**config.mk**
```make
export PLATFORM = sky130hd
export DESIGN_NAME = pixel_stream_tx_flat
export DESIGN_NICKNAME = d
export VERILOG_FILES = /design/src/rtl/vga_stream_pkg.sv /design/src/rtl/pixel_stream_tx_if.sv /design/src/rtl/frame_cursor.sv /design/src/rtl/pixel_stream_tx.sv /design/src/flat_wrapper.sv
export SDC_FILE = /design/constraint.sdc
export NUM_CORES = 1
export LEC_CHECK = 0
export BUFFER_PORTS_ARGS = -buffer_cell sky130_fd_sc_hd__buf_2
export CORE_ASPECT_RATIO = 0.5
export CORE_UTILIZATION = 60
export CTS_BUF_LIST = sky130_fd_sc_hd__clkbuf_8
export DETAILED_ROUTE_END_ITERATION = 16
export GPL_TIMING_DRIVEN = 0
export PLACE_DENSITY = 0.93
export SYNTH_ARGS = -nofsm -noshare
export SYNTH_HDL_FRONTEND = slang
export SYNTH_HIERARCHICAL = 1
export SYNTH_SLANG_ARGS = --single-unit
```
**constraint.sdc**
```tcl
create_clock -name i_clk -period 2.57 [get_ports i_clk]
set_input_delay 0.257 -clock i_clk [delete_from_list [all_inputs] [get_ports i_clk]]
set_output_delay 0.257 -clock i_clk [all_outputs]
set_load 0.1 [all_outputs]
```
**src/rtl/vga_stream_pkg.sv**
```systemverilog
// Shared definitions for the VGA pixel streaming blocks: FSM states,
// cursor width and the H/V timing sets selected at build time.
package vga_stream_pkg;

  typedef enum logic {
    S_IDLE   = 1'b0,
    S_STREAM = 1'b1
  } state_e;

  localparam int unsigned CURSOR_W = 11;

`ifdef VGA_800X600
  localparam int unsigned VGA_H_LIMIT  = 1056;
  localparam int unsigned VGA_V_LIMIT  = 628;
  localparam int unsigned VGA_H_ACTIVE = 800;
  localparam int unsigned VGA_V_ACTIVE = 600;
`else
  localparam int unsigned VGA_H_LIMIT  = 800;
  localparam int unsigned VGA_V_LIMIT  = 525;
  localparam int unsigned VGA_H_ACTIVE = 640;
  localparam int unsigned VGA_V_ACTIVE = 480;
`endif

  function automatic logic is_active(input logic [CURSOR_W-1:0] h,
                                     input logic [CURSOR_W-1:0] v,
                                     input logic [CURSOR_W-1:0] h_act,
                                     input logic [CURSOR_W-1:0] v_act);
    return (h < h_act) && (v < v_act);
  endfunction

endpackage

```
**src/rtl/pixel_stream_tx_if.sv**
```systemverilog
// Upstream pixel handshake: the source offers valid/data, the transmitter
// answers with a combinational consume strobe.
interface pixel_stream_tx_if #(
  parameter int unsigned DATA_SIZE = 15
);
  logic                 i_pix_valid;
  logic [DATA_SIZE-1:0] i_pix_data;
  logic                 o_pix_req;

  modport master (output i_pix_valid, output i_pix_data, input o_pix_req);
  modport slave  (input i_pix_valid, input i_pix_data, output o_pix_req);
endinterface

```
**src/rtl/frame_cursor.sv**
```systemverilog
// Raster position counter: H steps every enabled cycle, V steps on H wrap,
// both wrap at their limits; clear forces the origin.
module frame_cursor
  import vga_stream_pkg::*;
#(
  parameter int unsigned H_LIMIT = VGA_H_LIMIT,
  parameter int unsigned V_LIMIT = VGA_V_LIMIT
) (
  input  logic                i_clk,
  input  logic                i_rst_n,
  input  logic                en,
  input  logic                clr,
  output logic [CURSOR_W-1:0] h,
  output logic [CURSOR_W-1:0] v,
  output logic                last
);

  localparam logic [CURSOR_W-1:0] H_MAX = CURSOR_W'(H_LIMIT - 1);
  localparam logic [CURSOR_W-1:0] V_MAX = CURSOR_W'(V_LIMIT - 1);

  logic [CURSOR_W-1:0] h_q, h_d;
  logic [CURSOR_W-1:0] v_q, v_d;

  always_comb begin
    h_d = h_q;
    v_d = v_q;
    if (clr) begin
      h_d = '0;
      v_d = '0;
    end else if (en) begin
      if (h_q == H_MAX) begin
        h_d = '0;
        v_d = (v_q == V_MAX) ? '0 : v_q + 1'b1;
      end else begin
        h_d = h_q + 1'b1;
      end
    end
  end

  always_ff @(posedge i_clk or negedge i_rst_n) begin
    if (!i_rst_n) begin
      h_q <= '0;
      v_q <= '0;
    end else begin
      h_q <= h_d;
      v_q <= v_d;
    end
  end

  assign h    = h_q;
  assign v    = v_q;
  assign last = (h_q == H_MAX) && (v_q == V_MAX);

endmodule

```
**src/rtl/pixel_stream_tx.sv**
```systemverilog
// Gap-free raster transmitter: pulls pixels during the active window,
// fills blanking with zeros and emits a registered, cursor-tagged stream.
module pixel_stream_tx
  import vga_stream_pkg::*;
#(
  parameter int unsigned H_LIMIT   = VGA_H_LIMIT,
  parameter int unsigned V_LIMIT   = VGA_V_LIMIT,
  parameter int unsigned H_ACTIVE  = VGA_H_ACTIVE,
  parameter int unsigned V_ACTIVE  = VGA_V_ACTIVE,
  parameter int unsigned DATA_SIZE = 15
) (
  input  logic                 i_clk,
  input  logic                 i_rst_n,
  input  logic                 i_start,
  input  logic                 i_stop,
  pixel_stream_tx_if.slave     pix,
  output logic                 o_is_new_read,
  output logic [DATA_SIZE-1:0] o_data,
  output logic [CURSOR_W-1:0]  o_h_cursor,
  output logic [CURSOR_W-1:0]  o_v_cursor,
  output logic                 o_frame_done,
  output logic                 o_underflow
);

  state_e                state_q, state_d;
  logic                  stop_req_q, stop_req_d;
  logic                  underflow_q, underflow_d;
  logic [DATA_SIZE-1:0]  data_q, data_d;
  logic [CURSOR_W-1:0]   h_q, h_d, v_q, v_d;
  logic                  new_q, new_d, done_q, done_d;
  logic                  cur_en, cur_clr, cur_last, pix_req;
  logic [CURSOR_W-1:0]   cur_h, cur_v;

  frame_cursor #(.H_LIMIT(H_LIMIT), .V_LIMIT(V_LIMIT)) u_cursor (
    .i_clk  (i_clk),
    .i_rst_n(i_rst_n),
    .en     (cur_en),
    .clr    (cur_clr),
    .h      (cur_h),
    .v      (cur_v),
    .last   (cur_last)
  );

  always_comb begin
    state_d     = state_q;
    stop_req_d  = stop_req_q;
    underflow_d = underflow_q;
    cur_en      = 1'b0;
    cur_clr     = 1'b0;
    pix_req     = 1'b0;
    data_d      = '0;
    h_d         = '0;
    v_d         = '0;
    new_d       = 1'b0;
    done_d      = 1'b0;
    case (state_q)
      S_IDLE: begin
        cur_clr    = 1'b1;
        stop_req_d = 1'b0;
        if (i_start) begin
          state_d     = S_STREAM;
          underflow_d = 1'b0;
          // A stop seen together with start still grants one full frame.
          stop_req_d  = i_stop;
        end
      end
      S_STREAM: begin
        cur_en = 1'b1;
        h_d    = cur_h;
        v_d    = cur_v;
        new_d  = (cur_h == '0) && (cur_v == '0);
        done_d = cur_last;
        if (i_stop) stop_req_d = 1'b1;
        if (is_active(cur_h, cur_v, CURSOR_W'(H_ACTIVE), CURSOR_W'(V_ACTIVE))) begin
          pix_req = pix.i_pix_valid;
          if (pix.i_pix_valid) data_d = pix.i_pix_data;
          else                 underflow_d = 1'b1;
        end
        // Stop is honoured only at the frame boundary, never mid-frame.
        if (cur_last && (stop_req_q || i_stop)) begin
          state_d    = S_IDLE;
          stop_req_d = 1'b0;
        end
      end
      default: state_d = S_IDLE;
    endcase
  end

  always_ff @(posedge i_clk or negedge i_rst_n) begin
    if (!i_rst_n) begin
      state_q     <= S_IDLE;
      stop_req_q  <= 1'b0;
      underflow_q <= 1'b0;
      data_q      <= '0;
      h_q         <= '0;
      v_q         <= '0;
      new_q       <= 1'b0;
      done_q      <= 1'b0;
    end else begin
      state_q     <= state_d;
      stop_req_q  <= stop_req_d;
      underflow_q <= underflow_d;
      data_q      <= data_d;
      h_q         <= h_d;
      v_q         <= v_d;
      new_q       <= new_d;
      done_q      <= done_d;
    end
  end

  assign pix.o_pix_req = pix_req;
  assign o_data        = data_q;
  assign o_h_cursor    = h_q;
  assign o_v_cursor    = v_q;
  assign o_is_new_read = new_q;
  assign o_frame_done  = done_q;
  assign o_underflow   = underflow_q;

endmodule

```
**src/flat_wrapper.sv**
```systemverilog
// flat-port wrapper written by rule: the top's interface ports become plain ports
module pixel_stream_tx_flat import vga_stream_pkg::*;
#(
  parameter int unsigned H_LIMIT   = VGA_H_LIMIT,
  parameter int unsigned V_LIMIT   = VGA_V_LIMIT,
  parameter int unsigned H_ACTIVE  = VGA_H_ACTIVE,
  parameter int unsigned V_ACTIVE  = VGA_V_ACTIVE,
  parameter int unsigned DATA_SIZE = 15
)
  (i_clk, i_rst_n, i_start, i_stop, o_is_new_read, o_data, o_h_cursor, o_v_cursor, o_frame_done, o_underflow, pix_i_pix_valid, pix_i_pix_data, pix_o_pix_req);
  pixel_stream_tx_if #(.DATA_SIZE(DATA_SIZE)) pix_i ();
  input  logic i_clk;
  input  logic i_rst_n;
  input  logic i_start;
  input  logic i_stop;
  output logic o_is_new_read;
  output logic [DATA_SIZE-1:0] o_data;
  output logic [CURSOR_W-1:0] o_h_cursor;
  output logic [CURSOR_W-1:0] o_v_cursor;
  output logic o_frame_done;
  output logic o_underflow;
  input wire logic [$bits(pix_i.i_pix_valid)-1:0] pix_i_pix_valid;
  input wire logic [$bits(pix_i.i_pix_data)-1:0] pix_i_pix_data;
  output wire logic [$bits(pix_i.o_pix_req)-1:0] pix_o_pix_req;
  assign pix_i.i_pix_valid = pix_i_pix_valid;
  assign pix_i.i_pix_data = pix_i_pix_data;
  assign pix_o_pix_req = pix_i.o_pix_req;
  pixel_stream_tx #(.H_LIMIT(H_LIMIT), .V_LIMIT(V_LIMIT), .H_ACTIVE(H_ACTIVE), .V_ACTIVE(V_ACTIVE), .DATA_SIZE(DATA_SIZE)) u_core (.i_clk(i_clk), .i_rst_n(i_rst_n), .i_start(i_start), .i_stop(i_stop), .pix(pix_i), .o_is_new_read(o_is_new_read), .o_data(o_data), .o_h_cursor(o_h_cursor), .o_v_cursor(o_v_cursor), .o_frame_done(o_frame_done), .o_underflow(o_underflow));
endmodule
```
# ---- Word-level counts from Yosys, hierarchy flattened
# Cells that the tools add are included.
dict set report totals {
  reg_bits 64
  latch_bits 0
  ram_bits 0
  romBits 0
  inputBits 20
  output_inout_bits 41
  word_cells 60
  mem_count 0
}
dict set report classes {
  add_sub_neg 2
  n_mul 0
  div_mod_pow 0
  magnitude_cmp 2
  n_eq_ne 8
  shifts 0
  n_mux 28
  bitwise 1
  n_reduce_logical 9
}
# cell count
set ops {}
lappend ops {{$mux 11} 9}
lappend ops {{$mux 15} 3}
lappend ops {{$add 11x1->11 const B} 2}
lappend ops {{$eq 11x10->1 const B} 2}
lappend ops {{$logic_not 11->1} 2}
lappend ops {{$mux 1} 13}
lappend ops {{$lt 11x10->1 const B} 1}
lappend ops {{$lt 11x9->1 const B} 1}
lappend ops {{$ne 2x2->1 const B} 5}
lappend ops {{$pmux 1 s2} 3}
lappend ops {{$logic_and 1x1->1} 4}
lappend ops {{$ne 3x3->1 const B} 1}
lappend ops {{$reduce_and 3->1} 1}
lappend ops {{$reduce_and 2->1} 1}
lappend ops {{$logic_or 1x1->1} 1}
lappend ops {{$not 1->1} 1}

# ---- Depth between registers and ports, before layout
# Gate-level depths: netlist (run 1).
dict set report logic_depth {
  ltp_word 5
  ltp_mapped 8
  mapped_depth_nobuf 8
}

# ---- By module
# The synthesis (run 1) kept the hierarchy.
# mod n_inst cells_per_inst area_per_inst_um2 seq_area_each_um2
set modules_own_cells {}
lappend modules_own_cells {pixel_stream_tx 1 107 1487.7 1051.0}
lappend modules_own_cells {frame_cursor 1 130 1265.0 550.5}

# ---- Least setup slack after synthesis (run 1)
# No wires, ideal clock.
dict set report synth_timing {
  path_kind {register to output}
  startpoint {register u_core.u_cursor.h_q[10] (netlist: u_core/u_cursor/h[10])}
  endpoint {output port pix_o_pix_req}
  arrival_time_ns 1.480
  required_ns 2.313
  setup_slack_ns 0.833
  stages_incl_launch_ff 4
  path_buffers 1
  cell_sequence {dfrtp_1 -> or3_4 -> nor4_4 -> buf_6}
}
dict set report synth_between {
  elab_chain_cells 4
}
# element line_no
set synth_rtl {}
lappend synth_rtl {{from (decl)} frame_cursor.sv:21} ;# logic [CURSOR_W-1:0] h_q, h_d;
lappend synth_rtl {{from (signal assigned)} frame_cursor.sv:42} ;# h_q <= '0;
lappend synth_rtl {{from (signal assigned)} frame_cursor.sv:45} ;# h_q <= h_d;
lappend synth_rtl {{$lt 11x10->1} vga_stream_pkg.sv:28} ;# return (h < h_act) && (v < v_act);
lappend synth_rtl {{$logic_and 1x1->1} vga_stream_pkg.sv:28}
lappend synth_rtl {{$mux 1} pixel_stream_tx.sv:74} ;# if (is_active(cur_h, cur_v, CURSOR_W'(H_ACTIVE), CURSOR_W'(V_ACTIVE))) begin
lappend synth_rtl {{$mux 1} pixel_stream_tx.sv:56} ;# case (state_q)
lappend synth_rtl {{to (decl)} flat_wrapper.sv:24} ;# output wire logic [$bits(pix_i.o_pix_req)-1:0] pix_o_pix_req;
# Every way passes these cells.

# ---- Final worst setup path (run 1)
# Same ends and word-level chain as after synthesis.

==> results of run 1 <==
[timing repair]
action | in CTS | in global routing
endpoints found under the hold margin | 0 | 0
endpoints found under the setup margin | 1 | 0
gates resized for setup | 1 | 0
[cell families (layout without fill, tap and decap cells)]
| kind of cell | after synthesis | count (layout) |
|---|---|---|
| buf+inv | 17 | 93 |
| compound gates | 38 | 38 |
| fa+ha+maj | 3 | 3 |
| simple gates | 107 | 107 |
| xor+xnor | 8 | 8 |
| flops | 64 | 64 |
[critical path: stages, from the launching register on]
cell and delay (ns):
dfrtp_1 0.45, or3_4 0.45, nor4_4 0.48, buf_6 0.19, buf_4 0.29
[layout by cell type (no fill, tap or decap), types with 5 or more instances in the layout]
cell type  count
dfrtp_1       64
buf_2         61
and2_1        23
and2_2        16
nor2_1        12
clkbuf_8      10
o21ai_0       10
nand2_1        9
nand3_1        9
a31oi_1        9
inv_1          7
a21oi_1        7
nor4_1         7
clkbuf_1       5
nand4_1        5
[final timing paths]
kind                            slack (ns)             startpoint                    to
min in group i_clk                    0.13     pix_i_pix_data[10]     u_core/o_data[10]
max in group asynchronous             2.07                i_rst_n  u_core/o_h_cursor[7]
worst max register to register        0.41         u_core/state_q  u_core/u_cursor/v[6]
worst min-delay path                 -0.02                i_rst_n  u_core/o_v_cursor[7]
worst max-delay path                  0.11  u_core/u_cursor/h[10]         pix_o_pix_req
worst min register to register        0.52     u_core/o_underflow    u_core/o_underflow
[registers in the layout, indices dropped and copies added, names as in the netlist]
register / flops
u_core/o_data: 15
u_core/o_h_cursor: 11
u_core/o_v_cursor: 11
u_core/u_cursor/h: 11
u_core/u_cursor/v: 11
u_core/o_frame_done: 1
u_core/o_is_new_read: 1
u_core/o_underflow: 1
u_core/state_q: 1
u_core/stop_req_q: 1
[metal layers]
layer  vias to the layer above  global-route usage (%)  wire (um)
met1                      1047                    32.3       2450
met3                        13                    8.79        439
met4                         0                    7.58         81
li1                        978                       -          -
met5                         -                       0          0
met2                       108                    44.6       2770
[cell type report]
type | count | area (um^2) | area share (%)
Buffer | 11 | 67.6 | 2.03
Sequential cell | 64 | 1600 | 48.2
Clock inverter | 6 | 60.1 | 1.81
Inverter | 6 | 22.5 | 0.678
Multi-Input combinational cell | 156 | 1060 | 31.9
Tap cell | 54 | 67.6 | 2.03
Clock buffer | 10 | 138 | 4.14
Timing Repair Buffer | 60 | 305 | 9.19
[power breakdown]
part           internal (mW)  leakage (nW)  switching [mW]
Combinational         0.0306         0.711           0.131
Sequential              1.02         0.838         0.00282
Clock                  0.468         0.103           0.370
Total                   1.52          1.65           0.504
[metrics by stage]
step	utilization, %	std cells	setup slack, ns
2_1_floorplan	-	237	0.833
3_3_place_gp	75.3	351	0.385
3_5_place_dp	75.3	351	0.348
4_1_cts	80.1	367	0.0882
5_1_grt	80.2	367	0.0377
6_report	80.2	367	0.115
==> results by group, run 1 <==
Run status
  – Outcome: finished, violations left
  – Failing checks: DRC, hold timing

Drt
  – Pre-antenna DRT Iters: 11
  – Drt drc: 14
  – Routed wire per std cell: 15.7 um
  – Vias per cell: 5.85
  – Post-DRT Antenna Nets: 0
  – 1st-iter DRT viols: 166
  – WL final: 5.75 mm
  – Via count: 2146

Place
  – Dpl hpwl: 3.84 mm
  – IO Port Bufs: 60
  – Routability cong.: 0.868
  – Post-DP Area: 0.00312 mm^2

Timing
  – Final Hold Fails: 13
  – RSZ-0062 raised after global routing: no
  – Setup TNS: 0 ns
  – Final hold slack: -0.0207 ns
  – Skew final: 0.00842 ns
  – Fmax: 407 MHz
  – Relative slew slack: 48.5%
  – Final period utilization: 95.5%
  – Tmin final: 2.46 ns
  – Final Setup Violations: 0
  – Final Max Slew Viols: 0
  – Slew @ Worst Pin: 0.772 ns

Critical path
  – CP endpoint kind: output port
  – Worst EP arrival: 2.20 ns
  – Req. time, crit path: 2.31 ns
  – Critical path launch point type: flop
  – R2r worst-path depth: 6
  – Crit-path max FO: 10
  – CP Class: reg2out

Synthesis
  – Largest area contributor in the netlist: dfrtp_1
  – Top cells by area, synth: dfrtp_1 (58%), and2_1 (5.2%), and2_2 (4.4%), a31oi_1 (2.0%), o21ai_0 (1.8%)
  – Multiplexer area fraction after synthesis: 0%
  – Ys flop type: dfrtp_1
  – Post-Syn Nets: 260
  – Syn. warnings: 6
  – Top post-synthesis cells by count: dfrtp_1 (64), and2_1 (23), and2_2 (16)
  – Netlist cell types: 43
  – Mapped Cells: 237
  – Post-synth EDFFs: 0
  – Compound-gate portion of the synthesized area: 9.41%
  – Syn Std Cell Area: 0.00275 mm^2
  – Ys async rst share: 100%
  – Seq cells post-synth: 64
  – Post-Synth Adder-Cell Area: 1.36%
  – Post-Synth Simple-Gate Area: 25.2%
  – Post-Synth XOR/XNOR Area: 2.55%
  – Sequential fraction of the synthesis area: 58.2%
  – Most frequent cell after synthesis: dfrtp_1
  – Avg Cell Area, Syn: 11.6 um^2
  – Area share of the largest cell type after synthesis: 58.2%
  – Largest family of logic cells by synthesized area: simple AND/OR/NAND/NOR gates

Job
  – Max_cap viols: 0

Floorplanning
  – Rows: 16
  – Initial core utilization: 66.4%
  – Core area: 0.00414 mm^2
  – # IOs: 61
  – Die width: 97.8 um
  – Die ar.: 0.00488 mm^2
  – Die H: 49.9 um

Cells and area
  – Antenna cells: 0
  – P&R area growth vs syn: 20.7%
  – Layout fillers: 215
  – Final Instance Area: 0.00332 mm^2
  – Share of layout cells above drive strength 1: 34.2%
  – Nets: 331

CTS
  – Skew-Pair Late Insertion Delay: 0.34 ns
  – Maximum root-to-sink buffer count: 2
  – CTS tree: done
  – CTS sink cnt: 64
  – Total CTS buffers: 9
  – Post-CTS Setup Bufs: 0
  – Clock transition at path regs: 0.07 ns
  – H-tree depth: 3
  – Root buf cell: clkbuf_8
  – Hold-fix buffers, CTS: 0

Global route
  – Total track usage: 26.2%
  – First-pass GRT wire length: 9.67 mm
  – Initial antenna violation count: 0
  – Gr ovfl total: 0
  – Largest net degree at the start of global routing: 65
  – Vias in the first global route: 2044

Power
  – Maximum vdd drop: 381 uV
  – Leak: 1.65 nW
  – Pwr Total: 2.02 mW
  – Pwr per Cell Area: 608 mW/mm^2

Min path
  – Tightest Hold Check Type: in2async
Note: power is estimated with default switching activity, not from simulation.
==> inputs of run 2 (changes only) <==
- CORE_UTILIZATION: 60 -> 57
- CTS_BUF_LIST: sky130_fd_sc_hd__clkbuf_8 -> not set
- PLACE_DENSITY: 0.93 -> 0.89
==> run 2 against run 1 <==
Effect of this change: routed wire length fell by 1.9%; sequential cell count did not move; non-clock buffer count rose by 1; total power fell by 5.9%; clock-buffer cell count did not move; setup slack improved by 0.065 ns; largest power group unchanged; global-route usage fell by 2.4 points; the run ends with hold timing left; core utilization fell by 6.7 points; register-to-register slack got worse by 0.10 ns; combinational power barely moved.
==> results by group, run 2 (same netlist as run 1, synthesis figures left out) <==
Power
  – Maximum vdd drop: 352 uV (-7.7%)
  – Pwr per Cell Area: 574 mW/mm^2 (-5.6%)
  – Leak: 1.64 nW (-0.84%)
  – Pwr Total: 1.90 mW (-5.9%)

Floorplanning
  – Die width: 100 um (+2.5%)
  – # IOs: 61 (unchanged)
  – Die ar.: 0.00513 mm^2 (+5.1%)
  – Rows: 17 (+1)
  – Initial core utilization: 61.0% (-5.4 points)
  – Core area: 0.00451 mm^2 (+8.8%)
  – Die H: 51.1 um (+2.5%)

Cells and area
  – Max FFs per register: 15 (unchanged)
  – Share of layout cells above drive strength 1: 34.4% (+0.21 points)
  – Multi-input gate area: 0.00106 mm^2 (unchanged)
  – Storage element area: 0.00160 mm^2 (unchanged)
  – Layout fillers: 314 (+46%)
  – Most frequent cells in the layout: dfrtp_1 (64), buf_2 (61), and2_1 (23)
  – Non-Filler Instances: 380 (+3.5%)
  – Antenna cells: 0 (unchanged)
  – Final Instance Area: 0.00331 mm^2 (-0.34%)
  – P&R area growth vs syn: 20.3%
  – Nets: 332 (+0.30%)
  – Commonest non-fill, non-tap cell in the layout: dfrtp_1

Place
  – Post-DP Area: 0.00314 mm^2 (+0.48%)
  – Routability cong.: 0.884 (+1.9%)
  – DP Cell Count: 363 (+3.4%)
  – IO Port Bufs: 60 (unchanged)
  – Dpl hpwl: 3.80 mm (-1.2%)

Global route
  – First-pass GRT wire length: 9.01 mm (-6.8%)
  – Largest net degree at the start of global routing: 65 (unchanged)
  – Total track usage: 23.8% (-2.4 points)
  – Gr ovfl total: 0 (unchanged)
  – Vias in the first global route: 1951 (-4.5%)
  – Initial antenna violation count: 0 (unchanged)

CTS
  – Total CTS buffers: 9 (unchanged)
  – Root buf cell: clkbuf_8
  – Clock transition at path regs: 0.07 ns (about the same)
  – Skew-Pair Late Insertion Delay: 0.34 ns (about the same)
  – CTS tree: done
  – H-tree depth: 3 (unchanged)
  – Hold-fix buffers, CTS: 0 (unchanged)
  – Maximum root-to-sink buffer count: 2 (unchanged)
  – CTS sink cnt: 64 (unchanged)

Drt
  – Via count: 2081 (-3.0%)
  – Post-DRT Antenna Nets: 0 (unchanged)
  – Vias per cell: 5.48 (-6.3%)
  – Routed wire per std cell: 14.8 um (-5.3%)
  – Pre-antenna DRT Iters: 4 (-7)
  – 1st-iter DRT viols: 98 (-41%)
  – Drt drc: 0 (-14)
  – WL final: 5.64 mm (-1.9%)

Run status
  – Failing checks: hold timing
  – Outcome: finished, violations left

Critical path
  – Critical path launch point type: flop
  – CP endpoint kind: output port
  – Worst EP arrival: 2.13 ns (-0.07 ns)
  – CP Class: reg2out
  – Crit-path max FO: 10 (unchanged)
  – Req. time, crit path: 2.31 ns (about the same)

Timing
  – Final hold slack: -0.00362 ns (+0.0171 ns)
  – RSZ-0062 raised after global routing: no
  – Setup TNS: 0 ns (unchanged)
  – Fmax: 418 MHz (+2.7%)
  – Final Setup Violations: 0 (unchanged)
  – Final Max Slew Viols: 0 (unchanged)
  – Relative slew slack: 49.0% (+0.51 points)
  – Final period utilization: 93.0% (-2.5 points)
  – Tmin final: 2.39 ns (-0.0653 ns)
  – Skew final: 0.00533 ns (-0.00308 ns)
  – Final Hold Fails: 10 (-3)
  – Slew @ Worst Pin: 0.764 ns (-0.00760 ns)

Min path
  – Tightest Hold Check Type: in2async

Job
  – Max_cap viols: 0 (unchanged)
-- run 2: power by group --
part | total (mW) | switching (mW) | internal, mW | leakage, nW
Clock | 0.717 | 0.373 | 0.344 | 0.0858
Sequential | 1.02 | 0.00252 | 1.02 | 0.838
Combinational | 0.164 | 0.131 | 0.0323 | 0.714
Total | 1.90 | 0.507 | 1.40 | 1.64
-- run 2: routing by layer --
layer | up-vias | track usage, % | share of wire, %
li1 | 975 | - | -
met2 | 104 | 40.3 | 48
met5 | - | 0 | 0
met3 | 11 | 9.99 | 9.9
met1 | 991 | 28.7 | 41
met4 | 0 | 5.56 | 1.3
-- run 2: path summary, 6_finish.rpt --
path	startpoint	to	slack, ns	depth (start not counted)
min in group i_clk	pix_i_pix_data[14]	u_core/o_data[14]	0.13	2
min	i_rst_n	u_core/u_cursor/v[10]	-0.004	1
min reg2reg	u_core/o_underflow	u_core/o_underflow	0.54	2
max in group asynchronous	i_rst_n	u_core/o_data[6]	2.08	1
max reg2reg	u_core/state_q	u_core/u_cursor/v[8]	0.31	6
max	u_core/state_q	pix_o_pix_req	0.18	6
-- run 2: cell type report --
class                      count  share of cell area (%)
clock buffer                  10                    3.85
buffer                        11                    2.04
timing repair buffer          61                    9.44
clock inverter                 6                    1.10
multi-input combinational    156                    32.0
inverter                       6                   0.680
tap                           66                    2.49
sequential                    64                    48.4
-- run 2: stage by stage --
step           setup slack, ns  utilization, %
3_5_place_dp             0.384            69.5
6_report                 0.180            73.4
2_1_floorplan            0.833               -
3_3_place_gp             0.407            69.5
4_1_cts               0.000324            73.2
5_1_grt                 0.0406            73.4
-- run 2: worst max-delay path, stage by stage, from the launching register on --
cell	delay, ns
dfrtp_1	0.36
clkbuf_1	0.33
nand2_1	0.16
nor4_4	0.30
buf_4	0.19
buf_6	0.12
clkbuf_4	0.32
-- run 2: what timing repair did --
action / in CTS / in global routing
endpoints found under the setup margin: 0 / 1
hold endpoints to repair: 0 / 0
setup buffers: 0 / 1
resized for setup: 0 / 1
==> inputs of run 3 (changes only) <==
- CORE_ASPECT_RATIO: 0.5 -> not set
- PLACE_DENSITY: 0.89 -> 0.9
- SYNTH_HIERARCHICAL: 1 -> not set
==> run 3 against run 2 <==
Effect of this change: the run still ends with hold timing left; design area decreased by 4.5%; total power rose by 47%; core utilization down 1.3 points; clock skew grew 0.0015 ns; maximum frequency up 3.5%; first-iteration DRC count decreased by 16%; critical path type unchanged; largest cell class unchanged.
==> results by group, run 3 <==
CTS
  – CTS tree: done
  – Hold-fix buffers, CTS: 0 (unchanged)
  – Skew-Pair Late Insertion Delay: 0.34 ns (about the same)
  – Root buf cell: clkbuf_8
  – Clock transition at path regs: 0.07 ns (about the same)
  – Post-CTS Setup Bufs: 0 (unchanged)
  – H-tree depth: 3 (unchanged)
  – Total CTS buffers: 9 (unchanged)
  – Maximum root-to-sink buffer count: 2 (unchanged)
  – CTS sink cnt: 64 (unchanged)

Run status
  – Outcome: finished, violations left
  – Failing checks: hold timing

Drt
  – Pre-antenna DRT Iters: 4 (unchanged)
  – Met2 routed WL: 2.30 mm (-14%)
  – Vias per cell: 5.40 (-1.4%)
  – Via count: 1917 (-7.9%)
  – Drt drc: 0 (unchanged)
  – Met1 WL: 2.23 mm (-4.3%)
  – Routed wire per std cell: 14.2 um (-4.3%)
  – Post-DRT Antenna Nets: 0 (unchanged)
  – Met3 Wirelength: 425 um (-24%)
  – Top Layer Used: met4
  – WL final: 5.04 mm (-11%)
  – 1st-iter DRT viols: 82 (-16%)

Critical path
  – CP Class: reg2out
  – CP endpoint kind: output port
  – Worst setup startpoint: u_core.u_cursor.h[10]
  – R2r worst-path depth: 4 (-2)
  – Reg2reg start: u_core.u_cursor.v[7]
  – R2R Path End: u_core.u_cursor.v[2]
  – Worst EP arrival: 2.05 ns (-0.08 ns)
  – Setup crit end: pix_o_pix_req
  – FF-to-FF setup slack: 0.55 ns (+0.24 ns)
  – Critical path launch point type: flop
  – Req. time, crit path: 2.31 ns (about the same)
  – Crit-path max FO: 10 (unchanged)

Synthesis
  – Ys flop type: dfrtp_1
  – Ys async rst share: 100% (unchanged)
  – Top cells by area, synth: dfrtp_1 (61%), and2_1 (8.9%), nor2_1 (2.9%), xnor2_1 (2.3%), o21ai_0 (2.1%)
  – Post-synth EDFFs: 0 (unchanged)
  – Netlist cell types: 40 (-7.0%)
  – Area share of the largest cell type after synthesis: 61.3% (+3.1 points)
  – Post-Syn Nets: 251 (-3.5%)
  – Largest area contributor in the netlist: dfrtp_1
  – Most frequent cell after synthesis: dfrtp_1
  – Top post-synthesis cells by count: dfrtp_1 (64), and2_1 (37), nor2_1 (20)
  – Avg Cell Area, Syn: 11.5 um^2 (-0.91%)
  – Syn. warnings: 0 (-6)
  – Seq cells post-synth: 64 (unchanged)
  – Sequential fraction of the synthesis area: 61.3% (+3.1 points)
  – Syn Std Cell Area: 0.00261 mm^2 (-5.1%)
  – Mapped Cells: 227 (-4.2%)

Place
  – IO Port Bufs: 60 (unchanged)
  – Dpl hpwl: 3.38 mm (-11%)
  – Routability cong.: 0.908 (+2.6%)

Timing
  – Setup TNS: 0 ns (unchanged)
  – Final hold slack: -0.00215 ns (+0.00146 ns)
  – Final Setup Violations: 0 (unchanged)
  – Final period utilization: 89.9% (-3.1 points)
  – Final Hold Fails: 2 (-8)
  – Tmin final: 2.31 ns (-0.0808 ns)
  – RSZ-0062 raised after global routing: no
  – Slew @ Worst Pin: 0.776 ns (+0.0118 ns)
  – Final Max Slew Viols: 0 (unchanged)
  – Relative slew slack: 48.3% (-0.79 points)
  – Fmax: 433 MHz (+3.5%)
  – Skew final: 0.00679 ns (+0.00146 ns)

Cells and area
  – Storage element area: 0.00160 mm^2 (unchanged)
  – Most frequent cells in the layout: dfrtp_1 (64), buf_2 (60), and2_1 (37)
  – Antenna cells: 0 (unchanged)
  – Layout fillers: 329 (+4.8%)
  – Nets: 322 (-3.0%)
  – Max FFs per register: 15 (unchanged)
  – P&R area growth vs syn: 21.1%
  – Commonest non-fill, non-tap cell in the layout: dfrtp_1
  – Share of layout cells above drive strength 1: 29.0% (-5.4 points)
  – Multi-input gate area: 946 um^2 (-11%)

Global route
  – Largest net degree at the start of global routing: 65 (unchanged)
  – Vias in the first global route: 1795 (-8.0%)
  – Gr ovfl total: 0 (unchanged)
  – First-pass GRT wire length: 8.51 mm (-5.5%)
  – Initial antenna violation count: 0 (unchanged)
  – Total track usage: 22.9% (-0.87 points)

Job
  – Max_cap viols: 0 (unchanged)

Floorplanning
  – Die H: 69.7 um (+36%)
  – Rows: 24 (+7)
  – # IOs: 61 (unchanged)
  – Die ar.: 0.00486 mm^2 (-5.3%)
  – Initial core utilization: 59.6% (-1.5 points)
  – Die width: 69.7 um (-30%)
  – Core area: 0.00438 mm^2 (-2.8%)

Power
  – Pwr per Cell Area: 885 mW/mm^2 (+54%)
  – Maximum vdd drop: 705 uV (+100%)
  – Leak: 1.57 nW (-4.2%)

Min path
  – Tightest Hold Check Type: in2async
==> run 3: cell count changes after synthesis, sizes merged, moves of 3 or more <==
cell	previous run	this run
nand2b	4	0
xnor2	4	7
a31oi	9	5
o31ai	3	0
nor2	12	21
and3	4	1
buf	6	3
inv	6	11
a41oi	3	0
or3	2	5
nor4	9	4
==> run 3: through the flow <==
| step | instance area, um^2 | cells | util, % | setup slack, ns | total power, mW |
|---|---|---|---|---|---|
| 5_1_grt | 3160 | 355 | 72.2 | 0.0243 | 2.93 |
| 6_report | 3160 | 355 | 72.2 | 0.261 | 2.80 |
| 3_5_place_dp | 2980 | 339 | 67.9 | 0.277 | 2.07 |
| 2_1_floorplan | 2610 | 227 | - | 0.717 | 1.92 |
| 4_1_cts | 3150 | 355 | 71.9 | 0.0134 | 2.82 |
| 3_3_place_gp | 2980 | 339 | 67.9 | 0.258 | 2.06 |
==> run 3: worst min path at each step <==
stage	start	end	slack (ns)	depth (start not counted)
after floorplan	i_rst_n	u_core.o_data[0]	-0.04	0
after global placement	pix_i_pix_valid	u_core.o_underflow	0.46	2
after detailed placement	pix_i_pix_data[13]	u_core.o_data[13]	0.47	2
after CTS	pix_i_pix_data[0]	u_core.o_data[0]	0.11	2
after global routing	i_rst_n	u_core.o_v_cursor[6]	0.06	1
final	i_rst_n	u_core.o_data[10]	-0.002	1
==> run 3: repair_timing <==
item	4_1_cts	5_1_grt
setup endpoints to repair	1	1
endpoints found under the hold margin	0	0
gates resized for setup	1	2
==> run 3: kinds of logic after synthesis <==
| logic type | after synthesis | share of synthesized area, % |
|---|---|---|
| simple gates | 104 | 23.6 |
| compound gates | 29 | 7.38 |
| xor+xnor | 9 | 3.02 |
| buf+inv | 17 | 2.83 |
| fa+ha+maj | 4 | 1.92 |
| flops | 64 | 61.3 |
==> run 3: cell type report <==
type / count / share of cell area [%]
Tap cell: 52 / 2.06
Multi-Input combinational cell: 146 / 29.9
Buffer: 6 / 1.03
Timing Repair Buffer: 60 / 9.65
Sequential cell: 64 / 50.6
Inverter: 11 / 1.30
Clock inverter: 7 / 1.54
Clock buffer: 9 / 3.91
==> run 3: worst max-delay path: stages, from the launching register on <==
cell,delay [ns]
dfrtp_1,0.44
nor4b_2,0.37
nand3_1,0.17
nor2_2,0.21
buf_2,0.21
buf_4,0.31
==> run 3: where the power goes <==
group	total [mW]	switching (mW)	internal, mW
sequential	1.21	0.0854	1.12
combinational	0.852	0.675	0.178
clock	0.738	0.392	0.346
total	2.80	1.15	1.65
==> run 3: per-layer routing <==
metal / vias to the layer above / global-route usage (%)
met5: - / 0
met4: 0 / 9.33
met3: 10 / 9.16
met2: 84 / 32.8
met1: 905 / 31.4
li1: 918 / -
